### config.mk
export PLATFORM = sky130hd
export DESIGN_NAME = scan_mux_flat
export DESIGN_NICKNAME = d
export VERILOG_FILES = /design/src/rtl/scan_mux_if.sv /design/src/rtl/scan_mux.sv /design/src/flat_wrapper.sv
export SDC_FILE = /design/constraint.sdc
export NUM_CORES = 1
export LEC_CHECK = 0
export ABC_CLOCK_PERIOD_IN_PS = 2900
export CAP_MARGIN = 20
export CORE_UTILIZATION = 25
export DETAILED_ROUTE_END_ITERATION = 6
export DONT_BUFFER_PORTS = 1
export PLACE_DENSITY = 0.48
export SLEW_MARGIN = 25
export SYNTH_ARGS = -nofsm -noshare
export SYNTH_HDL_FRONTEND = slang
export SYNTH_SLANG_ARGS = --single-unit
### constraint.sdc
create_clock -name clk -period 2.9 [get_ports clk]
set_input_delay 0.435 -clock clk [delete_from_list [all_inputs] [get_ports clk]]
set_output_delay 0.435 -clock clk [all_outputs]
set_load 0.05 [all_outputs]
### src/rtl/scan_mux_if.sv
// Bus bundle for scan_mux: mode/select/enable/data inputs and registered mux outputs.
// N and W must match the scan_mux instance this bundle is connected to.
interface scan_mux_if #(
  parameter int N = 8,
  parameter int W = 1
);
  localparam int SW = (N > 1) ? $clog2(N) : 1;

  logic          mode;
  logic [SW-1:0] sel_in;
  logic [N-1:0]  en;
  logic [N*W-1:0] I;
  logic [W-1:0]  y;
  logic [SW-1:0] sel_out;
  logic          valid;
  logic          wrap;

  modport master (
    output mode, sel_in, en, I,
    input  y, sel_out, valid, wrap
  );

  modport slave (
    input  mode, sel_in, en, I,
    output y, sel_out, valid, wrap
  );
endinterface

### src/rtl/scan_mux.sv
// Registered N:1 channel mux with manual select or a dwell-timed scan over enabled channels.
// All outputs come straight from flops; rst is synchronous and active-high.
module scan_mux #(
  parameter int N     = 8,
  parameter int W     = 1,
  parameter int DWELL = 4,
  localparam int SW   = (N > 1) ? $clog2(N) : 1
) (
  input logic        clk,
  input logic        rst,
  scan_mux_if.slave  bus
);
  localparam int CW = (DWELL > 1) ? $clog2(DWELL) : 1;
  localparam logic [CW-1:0] LAST = CW'(DWELL - 1);

  logic [SW-1:0] sel_q, sel_d;
  logic [CW-1:0] cnt_q, cnt_d;
  logic [W-1:0]  y_q, y_d;
  logic          valid_q, valid_d;
  logic          wrap_q, wrap_d;

  logic [SW-1:0] up_idx, first_idx;
  logic          found_up, any_en;

  // An out-of-range sel_q never matches any k, so y/valid fall back to zero.
  always_comb begin
    y_d     = '0;
    valid_d = 1'b0;
    for (int unsigned k = 0; k < N; k++) begin
      if (sel_q == SW'(k) && bus.en[k]) begin
        y_d     = bus.I[k*W +: W];
        valid_d = 1'b1;
      end
    end
  end

  // Lowest enabled index above sel_q, and lowest enabled index overall.
  always_comb begin
    up_idx    = '0;
    first_idx = '0;
    found_up  = 1'b0;
    any_en    = 1'b0;
    for (int unsigned k = 0; k < N; k++) begin
      if (bus.en[k] && !any_en) begin
        first_idx = SW'(k);
        any_en    = 1'b1;
      end
      if (bus.en[k] && !found_up && (SW'(k) > sel_q)) begin
        up_idx   = SW'(k);
        found_up = 1'b1;
      end
    end
  end

  always_comb begin
    sel_d  = sel_q;
    cnt_d  = cnt_q;
    wrap_d = 1'b0;
    if (!bus.mode) begin
      sel_d = bus.sel_in;
      cnt_d = '0;
    end else if (cnt_q != LAST) begin
      cnt_d = cnt_q + CW'(1);
    end else begin
      cnt_d = '0;
      if (found_up) begin
        sel_d = up_idx;
      end else if (any_en) begin
        sel_d  = first_idx;
        wrap_d = 1'b1;
      end
    end
  end

  always_ff @(posedge clk) begin
    if (rst) begin
      sel_q   <= '0;
      cnt_q   <= '0;
      y_q     <= '0;
      valid_q <= 1'b0;
      wrap_q  <= 1'b0;
    end else begin
      sel_q   <= sel_d;
      cnt_q   <= cnt_d;
      y_q     <= y_d;
      valid_q <= valid_d;
      wrap_q  <= wrap_d;
    end
  end

  assign bus.y       = y_q;
  assign bus.sel_out = sel_q;
  assign bus.valid   = valid_q;
  assign bus.wrap    = wrap_q;
endmodule

### src/flat_wrapper.sv
// flat-port wrapper written by rule: the top's interface ports become plain ports
module scan_mux_flat 
#(
  parameter int N     = 8,
  parameter int W     = 1,
  parameter int DWELL = 4,
  localparam int SW   = (N > 1) ? $clog2(N) : 1
)
  (clk, rst, bus_mode, bus_sel_in, bus_en, bus_I, bus_y, bus_sel_out, bus_valid, bus_wrap);
  scan_mux_if #(.N(N), .W(W)) bus_i ();
  input logic clk;
  input logic rst;
  input wire logic [$bits(bus_i.mode)-1:0] bus_mode;
  input wire logic [$bits(bus_i.sel_in)-1:0] bus_sel_in;
  input wire logic [$bits(bus_i.en)-1:0] bus_en;
  input wire logic [$bits(bus_i.I)-1:0] bus_I;
  output wire logic [$bits(bus_i.y)-1:0] bus_y;
  output wire logic [$bits(bus_i.sel_out)-1:0] bus_sel_out;
  output wire logic [$bits(bus_i.valid)-1:0] bus_valid;
  output wire logic [$bits(bus_i.wrap)-1:0] bus_wrap;
  assign bus_i.mode = bus_mode;
  assign bus_i.sel_in = bus_sel_in;
  assign bus_i.en = bus_en;
  assign bus_i.I = bus_I;
  assign bus_y = bus_i.y;
  assign bus_sel_out = bus_i.sel_out;
  assign bus_valid = bus_i.valid;
  assign bus_wrap = bus_i.wrap;
  scan_mux #(.N(N), .W(W), .DWELL(DWELL)) u_core (.clk(clk), .rst(rst), .bus(bus_i));
endmodule
Word level (Yosys, flattened, before mapping)
Index checks and enable logic that the tools add are counted.

operators by class
  $add $sub $neg = 1
  $lt $le $gt $ge = 8
  equality and inequality tests = 10
  mux-type cells = 51
  bitwise gates (word level) = 2
  reduce and logical (&&, ||, !) cells = 48

operator list
  kind                                                   number
  2-to-1 mux 3 bit                                       12
  2-to-1 mux 1 bit                                       35
  logical AND 1 bit                                      30
  zero test 1 bit                                        14
  == test 3 bit, second input constant                   4
  > comparator 3 bit, first input constant               4
  2-to-1 mux 2 bit                                       4
  == test 3 x 2 -> 1 bit, second input constant          2
  > comparator 1 x 3 -> 1 bit, first input constant      2
  > comparator 2 x 3 -> 1 bit, first input constant      2
  inequality test 2 bit, second input constant           2
  OR reduction 4 bit                                     1
  == test 3 x 1 -> 1 bit, second input constant          1
  zero test 3 bit                                        1
  inequality test 3 x 1 -> 1 bit, second input constant  1
  OR reduction 3 bit                                     1
  adder 2 x 1 -> 2 bit, second input constant            1
  inverter 1 bit                                         2
  AND reduction 2 bit                                    1

storage, ports and cells
  register bits = 8
  input port bits = 22
  output and inout bits = 6
  word-level logic and storage cells = 125

Logic depth before layout (Yosys ltp)
Gate-level depths: netlist of run 1.

  depth in word-level cells = 34
  mapped depth = 7

Worst setup path before layout of run 1
No wires, ideal clock.

  kind = reg-to-reg
  from = register u_core.sel_q[0] (netlist: u_core.bus.sel_out[0])
  to = register u_core.valid_q (netlist: u_core.bus.valid)
  setup time = 0.114 ns
  data arrival time = 1.668 ns
  data required time = 2.786 ns
  setup slack = 1.118 ns
  cell stages (with the launch flop) = 5
  buffers on the path = 1
  cells stage by stage = dfxtp_1 buf_2 mux4_1 mux2i_1 nor2_1

between the ends
  cells in the longest elaborated chain, start to end = 10
  elaborated cells on any way between the ends = 24

ends and longest elaborated chain
  what                           line            text
  from (decl)                    scan_mux.sv:16  logic [SW-1:0] sel_q, sel_d;
  from (signal assigned)         scan_mux.sv:83  sel_q <= sel_d;
  zero test 3 bit                scan_mux.sv:30  if (sel_q == SW'(k) && bus.en[k]) begin
  logical AND 1 bit              scan_mux.sv:30
  2-to-1 mux 1 bit (7 in a row)  scan_mux.sv:30
  2-to-1 mux 1 bit (*)           scan_mux.sv:30
  to (signal assigned)           scan_mux.sv:86  valid_q <= valid_d;
  to (decl)                      scan_mux.sv:19  logic valid_q, valid_d;

Mark *: on every way between the ends. The rest lies on a longest branch, timed or not.
A chain may end at the register's enable or synchronous reset.

Final worst setup path of run 1
  from = register u_core.sel_q[0] (netlist: u_core.bus.sel_out[0])
  to = register u_core.sel_q[1] (netlist: u_core.bus.sel_out[1])

between the ends
  cells in the longest elaborated chain, start to end = 34
  elaborated cells on any way between the ends = 49

ends and longest elaborated chain
  what                                                  line            text
  > comparator 1 x 3 -> 1 bit                           scan_mux.sv:48  if (bus.en[k] && !found_up && (SW'(k) > sel_q)) begin
  logical AND 1 bit                                     scan_mux.sv:48
  2-to-1 mux 1 bit                                      scan_mux.sv:48
  zero test 1 bit                                       scan_mux.sv:48
  logical AND 1 bit (2 in a row)                        scan_mux.sv:48
  2-to-1 mux 1 bit                                      scan_mux.sv:48
  zero test 1 bit                                       scan_mux.sv:48
  logical AND 1 bit (2 in a row)                        scan_mux.sv:48
  (+14 left out)                                        n/a
  logical AND 1 bit (2 in a row)                        scan_mux.sv:48
  2-to-1 mux 1 bit                                      scan_mux.sv:48
  zero test 1 bit                                       scan_mux.sv:48
  logical AND 1 bit (2 in a row)                        scan_mux.sv:48
  2-to-1 mux 3 bit or 2-to-1 mux 1 bit (tied branches)  scan_mux.sv:48
  2-to-1 mux 3 bit                                      scan_mux.sv:66  if (found_up) begin
  2-to-1 mux 3 bit                                      scan_mux.sv:62  end else if (cnt_q != LAST) begin
  2-to-1 mux 3 bit                                      scan_mux.sv:59  if (!bus.mode) begin

Parallel ways exist; a longest one is shown, timed or not. The select of a mux whose other input is x is not followed.

==> run_results.csv, run 1 <==
group,metric,value,unit
floorplan,die_x,58.3,um
layout,instances_no_fill,146,
clocking,clock_path_buffers,2,
global_routing,grt_pass1_wl,3.47,mm
power,power_density,368,nW/um^2
power,clockPowerShare,26.7,%
sta,setup_tns,0,ns
detailed_routing,ant_nets,0,
worst_setup_path,arrival,1.93,ns
power,sw_frac_of_total,35.0,%
clocking,htree_levels,1,
worst_setup_path,r2r-end,"u_core.bus.sel_out[1]",
detailed_routing,dr_wl_met3,128,um
global_routing,grt_overflow,0,
logic_synthesis,synth_edf_count,0,
clocking,clock_latency,0.25,ns
sta,rsz0062_at_grt,"no",
layout,fin_nets,127,
sta,setup_violations,0,
detailed_routing,drc,0,
layout,final_util,28.4,%
logic_synthesis,syn_nets,124,
logic_synthesis,syn_area,793,um^2
floorplan,start_util,26.2,%
placement,hpwl,1.67,mm
floorplan,placementRows,20,
placement,place_area,837,um^2
power,p_sw,0.111,mW
clocking,cts_resized,0,
min_path,whs_path_depth,1,
clocking,cts_buffers,3,
detailed_routing,wl_met2,1.12,mm
worst_setup_path,start_kind,"flip-flop",
floorplan,core,3030,um^2
detailed_routing,routed_wl,2.05,mm
detailed_routing,wl_per_cell,14.1,um
power,comb_power_share,28.1,%
global_routing,grt_max_degree,18,
placement,port-buffer-count,0,
clocking,cts-root-buf,"clkbuf_4",
min_path,hold_end,"u_core.bus.sel_out[2]",
sta,slew_headroom,61.8,%
worst_setup_path,reg2reg_from,"u_core.bus.sel_out[0]",
worst_setup_path,r2r_setup_slack,1.14,ns
placement,gp_congestion,0.818,
clocking,cts_tree,"yes",
detailed_routing,met1_length,769,um
power,internal_power,0.206,mW
logic_synthesis,synth_cell_types,43,
power,peakVddDrop,0.0682,mV
run,cap_violations,0,
logic_synthesis,yosys_register_bits,8,
min_path,hold_class,"in -> reg",
sta,layout_min_cycle_time,1.76,ns
detailed_routing,top_layer_used,"met4",
layout,design_area,860,um^2
floorplan,die-area,3400,um^2
layout,drive_gt1_share,15.7,%
sta,fmax,0.568,GHz
sta,worst_pin_slew,0.572,ns
clocking,post_cts_buffers,0,
logic_synthesis,synth_area_per_cell,7.85,um^2
sta,setup_ws,1.14,ns
placement,pre_cts_ws,1.12,ns
clocking,cts_sinks,8,
logic_synthesis,synth-seq-area-share,20.2,%
sta,worst_clock_skew,0.00225,ns
sta,maxSlewViolCount,0,
clocking,hold_buffers,0,
worst_setup_path,endpoint_kind,"flip-flop",
detailed_routing,via_per_inst,5.35,
power,p_seq_share,45.2,%
status,status,"finished clean",
min_path,min-delay-start,"rst",
floorplan,die_h,58.3,um
floorplan,pin_count,28,
global_routing,grt_pass1_vias,757,
worst_setup_path,cp.required,3.07,ns
worst_setup_path,worstSetupPathType,"reg -> reg",
sta,period_share,60.7,%
logic_synthesis,synth_flop_cell,"dfxtp_1",
worst_setup_path,crit_fanout,13,
global_routing,grt_usage,13.4,%
detailed_routing,first_pass_iters,4,
layout,areaGrowthSynthToFinish,8.36,%
global_routing,antenna_found_initial,0,
worst_setup_path,reg2regPathDepth,6,
layout,diodes,0,
power,total_leakage_power,0.305,nW
placement,dp.cells,143,
logic_synthesis,synth_cells,101,
clocking,path_clk_slew,0.05,ns
detailed_routing,first_iter_violations,22,
logic_synthesis,async_reset_ff_share,0,%
logic_synthesis,ys_warn_count,0,
sta,finalHoldViolCount,0,
detailed_routing,vias,781,
-- power groups by stage --
| stage | combinational [mW] | clock, mW | sequential (mW) |
|---|---|---|---|
| 2_1_floorplan | 0.0750 | 0 | 0.146 |
| 3_3_place_gp | 0.0898 | 0 | 0.145 |
| 3_5_place_dp | 0.0892 | 0 | 0.146 |
| 4_1_cts | 0.0894 | 0.0896 | 0.143 |
| 5_1_grt | 0.0991 | 0.0952 | 0.145 |
| 6_report | 0.0891 | 0.0845 | 0.143 |
-- synthesized netlist by cell type (2+ instances only) --
cell type | count | area share (%)
o21ai_0 | 3 | 1.9
and3_1 | 3 | 2.4
inv_1 | 4 | 1.9
nor3_1 | 3 | 1.9
a21o_1 | 2 | 1.9
or3_1 | 2 | 1.6
nor2b_1 | 2 | 1.6
nand3_1 | 5 | 3.2
o211ai_1 | 3 | 2.8
a211oi_2 | 2 | 3.2
nand3b_1 | 2 | 1.9
nor3b_1 | 2 | 1.9
buf_2 | 3 | 1.9
nand2_1 | 9 | 4.3
nor2_1 | 12 | 5.7
dfxtp_1 | 8 | 20
a21oi_1 | 10 | 6.3
-- how the worst max path moves through the flow --
stage / from / endpoint / slack (ns)
2_1_floorplan: u_core.bus.sel_out[0] / u_core.bus.valid / 1.12
3_3_place_gp: u_core.bus.sel_out[0] / u_core.bus.sel_out[1] / 1.19
3_5_place_dp: u_core.bus.sel_out[0] / u_core.bus.sel_out[1] / 1.12
4_1_cts: u_core.bus.sel_out[0] / u_core.bus.sel_out[1] / 1.11
5_1_grt: u_core.bus.sel_out[1] / u_core.bus.sel_out[0] / 0.95
6_report: u_core.bus.sel_out[0] / u_core.bus.sel_out[1] / 1.14
-- cells in the final DEF, fill, tap and decap left out, types with 2 or more instances in the layout --
cell type | synthesis | final
nor2b_1 | 2 | 2
nor3b_1 | 2 | 2
a211oi_2 | 2 | 2
o21ai_0 | 3 | 3
inv_1 | 4 | 4
nor3_1 | 3 | 3
a21o_1 | 2 | 2
or3_1 | 2 | 2
and3_1 | 3 | 3
buf_4 | 1 | 3
a21oi_1 | 10 | 10
nand2_1 | 9 | 9
nor2_1 | 12 | 12
clkbuf_4 | 0 | 3
o211ai_1 | 3 | 3
nand3_1 | 5 | 5
dfxtp_1 | 8 | 8
nand3b_1 | 2 | 2
-- layer usage --
| layer | vias up | GRT usage [%] |
|---|---|---|
| li1 | 383 | - |
| met1 | 367 | 15.6 |
| met2 | 25 | 22.7 |
| met3 | 6 | 3.52 |
| met4 | 0 | 7.14 |
| met5 | - | 0 |
-- sequential cells by signal (all words and copies together), names as in the netlist --
signal              count
u_core.bus.wrap         1
u_core.bus.sel_out      3
u_core.bus.y            1
u_core.cnt_q            2
u_core.bus.valid        1
-- per-stage QoR --
step / total power [mW] / hold WS (ns)
2_1_floorplan: 0.221 / 0.408
3_3_place_gp: 0.235 / 0.420
3_5_place_dp: 0.235 / 0.428
4_1_cts: 0.322 / 0.230
5_1_grt: 0.339 / 0.226
6_report: 0.317 / 0.244
-- logic make-up after synthesis --
family	count (synthesis)	share of synthesized area, %
and+or+nand+nor	48	33.9
AOI/OAI and AO/OA	32	30.8
buffers and inverters	9	6.15
DFF	8	20.2
muxes	3	7.41
adders and majority gates	1	1.58
-- final cells by class --
type                            instances  area (um^2)
Timing Repair Buffer                    3         22.5
Tap cell                               44         55.1
Sequential cell                         8          160
Clock buffer                            3         22.5
Multi-Input combinational cell         84          584
Inverter                                4         15.0
Fill cell                             325         2170
-- critical path, cell delays in order (launching register included) --
cell and delay, ns:
dfxtp_1 0.59, buf_4 0.30, nor2_1 0.05, o21ai_1 0.11
nand3_1 0.14, o221a_1 0.29, a211oi_2 0.21
Note: power is estimated with default switching activity, not from simulation.
==> run 2, diff against run 1 <==
ABC_CLOCK_PERIOD_IN_PS = 1500   (was 2900)
PLACE_DENSITY = 0.5   (was 0.48)
clock period = 1.5 ns   (was 2.9 ns; I/O delays follow)
==> run 2 against run 1 <==
Via count increased by 3.1%; cell count grew 3.4%; worst hold slack worse by 0.21 ns; critical path type unchanged.
==> run_results.csv, run 2 (same netlist as run 1, synthesis figures left out) <==
group,metric,value,unit
layout,layout_common_cells,"nor2_1, nand2_1, a21oi_1",
run,cap_violations,0,
clocking,cts_tree,"yes",
placement,dp.cells,146,
worst_setup_path,cp.required,1.68,ns
clocking,htree_levels,1,
floorplan,core,3030,um^2
layout,layout_commonest_cell,"nor2_1",
layout,fin_nets,131,
sta,maxSlewViolCount,0,
detailed_routing,vias,805,
sta,period_share,93.3,%
min_path,whs_path_depth,1,
worst_setup_path,crit_fanout,14,
placement,hpwl,1.67,mm
worst_setup_path,arrival,1.58,ns
layout,final_util,30.4,%
sta,worst_pin_slew,0.472,ns
placement,gp_congestion,0.844,
worst_setup_path,worstSetupPathType,"reg -> reg",
layout,multi_input_area,601,um^2
sta,layout_min_cycle_time,1.40,ns
layout,drive_gt1_share,24.3,%
layout,areaGrowthSynthToFinish,15.9,%
clocking,clock_path_buffers,2,
detailed_routing,routed_wl,2.13,mm
global_routing,antenna_found_initial,0,
floorplan,placementRows,20,
layout,fillCellCount,361,
floorplan,start_util,26.2,%
floorplan,die-area,3400,um^2
floorplan,die_x,58.3,um
detailed_routing,wl_per_cell,14.1,um
worst_setup_path,r2r_setup_slack,0.10,ns
global_routing,grt_overflow,0,
global_routing,grt_pass1_wl,3.41,mm
clocking,path_clk_slew,0.06,ns
power,peakVddDrop,0.177,mV
min_path,hold_class,"in -> reg",
placement,port-buffer-count,0,
status,status,"finished clean",
detailed_routing,first_pass_iters,4,
clocking,clock_latency,0.26,ns
sta,finalHoldViolCount,0,
detailed_routing,via_per_inst,5.33,
global_routing,grt_max_degree,18,
detailed_routing,ant_nets,0,
min_path,hold_end,"u_core.bus.sel_out[2]",
clocking,hold_buffers,0,
worst_setup_path,reg2regPathDepth,5,
min_path,min-delay-start,"rst",
sta,setup_tns,0,ns
global_routing,grt_usage,13.2,%
detailed_routing,first_iter_violations,11,
sta,worst_clock_skew,0.0160,ns
layout,instances_no_fill,151,
worst_setup_path,start_kind,"flip-flop",
layout,largest_register_ff_count,3,
sta,fmax,0.714,GHz
layout,seqCellArea,170,um^2
clocking,cts_buffers,3,
worst_setup_path,r2r-end,"u_core.bus.sel_out[1]",
layout,diodes,0,
global_routing,grt_pass1_vias,748,
sta,rsz0062_at_grt,"no",
sta,setup_violations,0,
sta,slew_headroom,68.5,%
power,total_leakage_power,0.325,nW
clocking,cts_sinks,8,
power,power_density,695,nW/um^2
worst_setup_path,endpoint_kind,"flip-flop",
detailed_routing,drc,0,
floorplan,die_h,58.3,um
clocking,cts-root-buf,"clkbuf_4",
worst_setup_path,reg2reg_from,"u_core.bus.sel_out[0]",
floorplan,pin_count,28,
run 2: cell count changes in the layout (fill, tap and decap cells not counted):
cell,change
dfxtp_1,-4
buf_4,+4
dfxtp_2,+2
a21oi_2,+1
dfxtp_4,+2
a21oi_1,-1
ha_1,-1
ha_4,+1
clkbuf_1,+1
run 2: layout make-up:
class / count / share of cell area [%]
Sequential cell: 8 / 18.5
Multi-Input combinational cell: 84 / 65.3
Timing Repair Buffer: 7 / 5.71
Clock buffer: 4 / 2.86
Inverter: 4 / 1.63
Tap cell: 44 / 5.99
run 2: worst max-delay path by stage:
stage                                     start                    end  slack (ns)  cells after the start
after floorplan           u_core.bus.sel_out[0]       u_core.bus.valid        0.01                      4
after global placement          u_core.cnt_q[0]  u_core.bus.sel_out[0]        0.07                      6
after detailed placement        u_core.cnt_q[0]  u_core.bus.sel_out[0]        0.05                      6
after CTS                       u_core.cnt_q[0]  u_core.bus.sel_out[0]        0.03                      6
after global routing      u_core.bus.sel_out[0]  u_core.bus.sel_out[1]       0.003                      5
final                     u_core.bus.sel_out[0]  u_core.bus.sel_out[1]        0.10                      5
run 2: worst max-delay path, cell delays in order, from the launching register on:
cell and delay [ns]:
dfxtp_4 0.45, nor2_1 0.10, a2bb2oi_2 0.16, nand3_1 0.11
o221a_1 0.28, a211oi_2 0.21
run 2: per-layer routing:
layer	up-vias	global-route usage, %	part of all wire [%]	routed length (um)
met1	392	14.9	40	854
met5	-	0	0	0
li1	396	-	-	-
met2	15	22.5	54	1160
met4	0	9.18	1.4	29
met3	2	2.64	4.0	86
run 2: report_power, final:
part / internal (mW) / switching [mW] / total [mW]
Clock: 0.102 / 0.0743 / 0.176
Sequential: 0.229 / 0.0501 / 0.279
Combinational: 0.0873 / 0.0967 / 0.184
Total: 0.418 / 0.221 / 0.639
run 2: metrics by stage:
| step | setup WS [ns] | hold slack (ns) | area [um^2] | total power [mW] |
|---|---|---|---|---|
| detailed placement | 0.0481 | 0.286 | 868 | 0.460 |
| global placement | 0.0708 | 0.287 | 868 | 0.458 |
| CTS | 0.0313 | 0.0216 | 895 | 0.643 |
| global route | 0.00303 | 0.0142 | 920 | 0.680 |
| finish | 0.100 | 0.0339 | 920 | 0.639 |
| floorplan | 0.0101 | 0.282 | 802 | 0.427 |
run 2: repair_timing:
action | 4_1_cts | 5_1_grt
endpoints found under the hold margin | 0 | 0
buffers inserted | 0 | 1
resized for setup | 0 | 4
setup endpoints to repair | 0 | 4
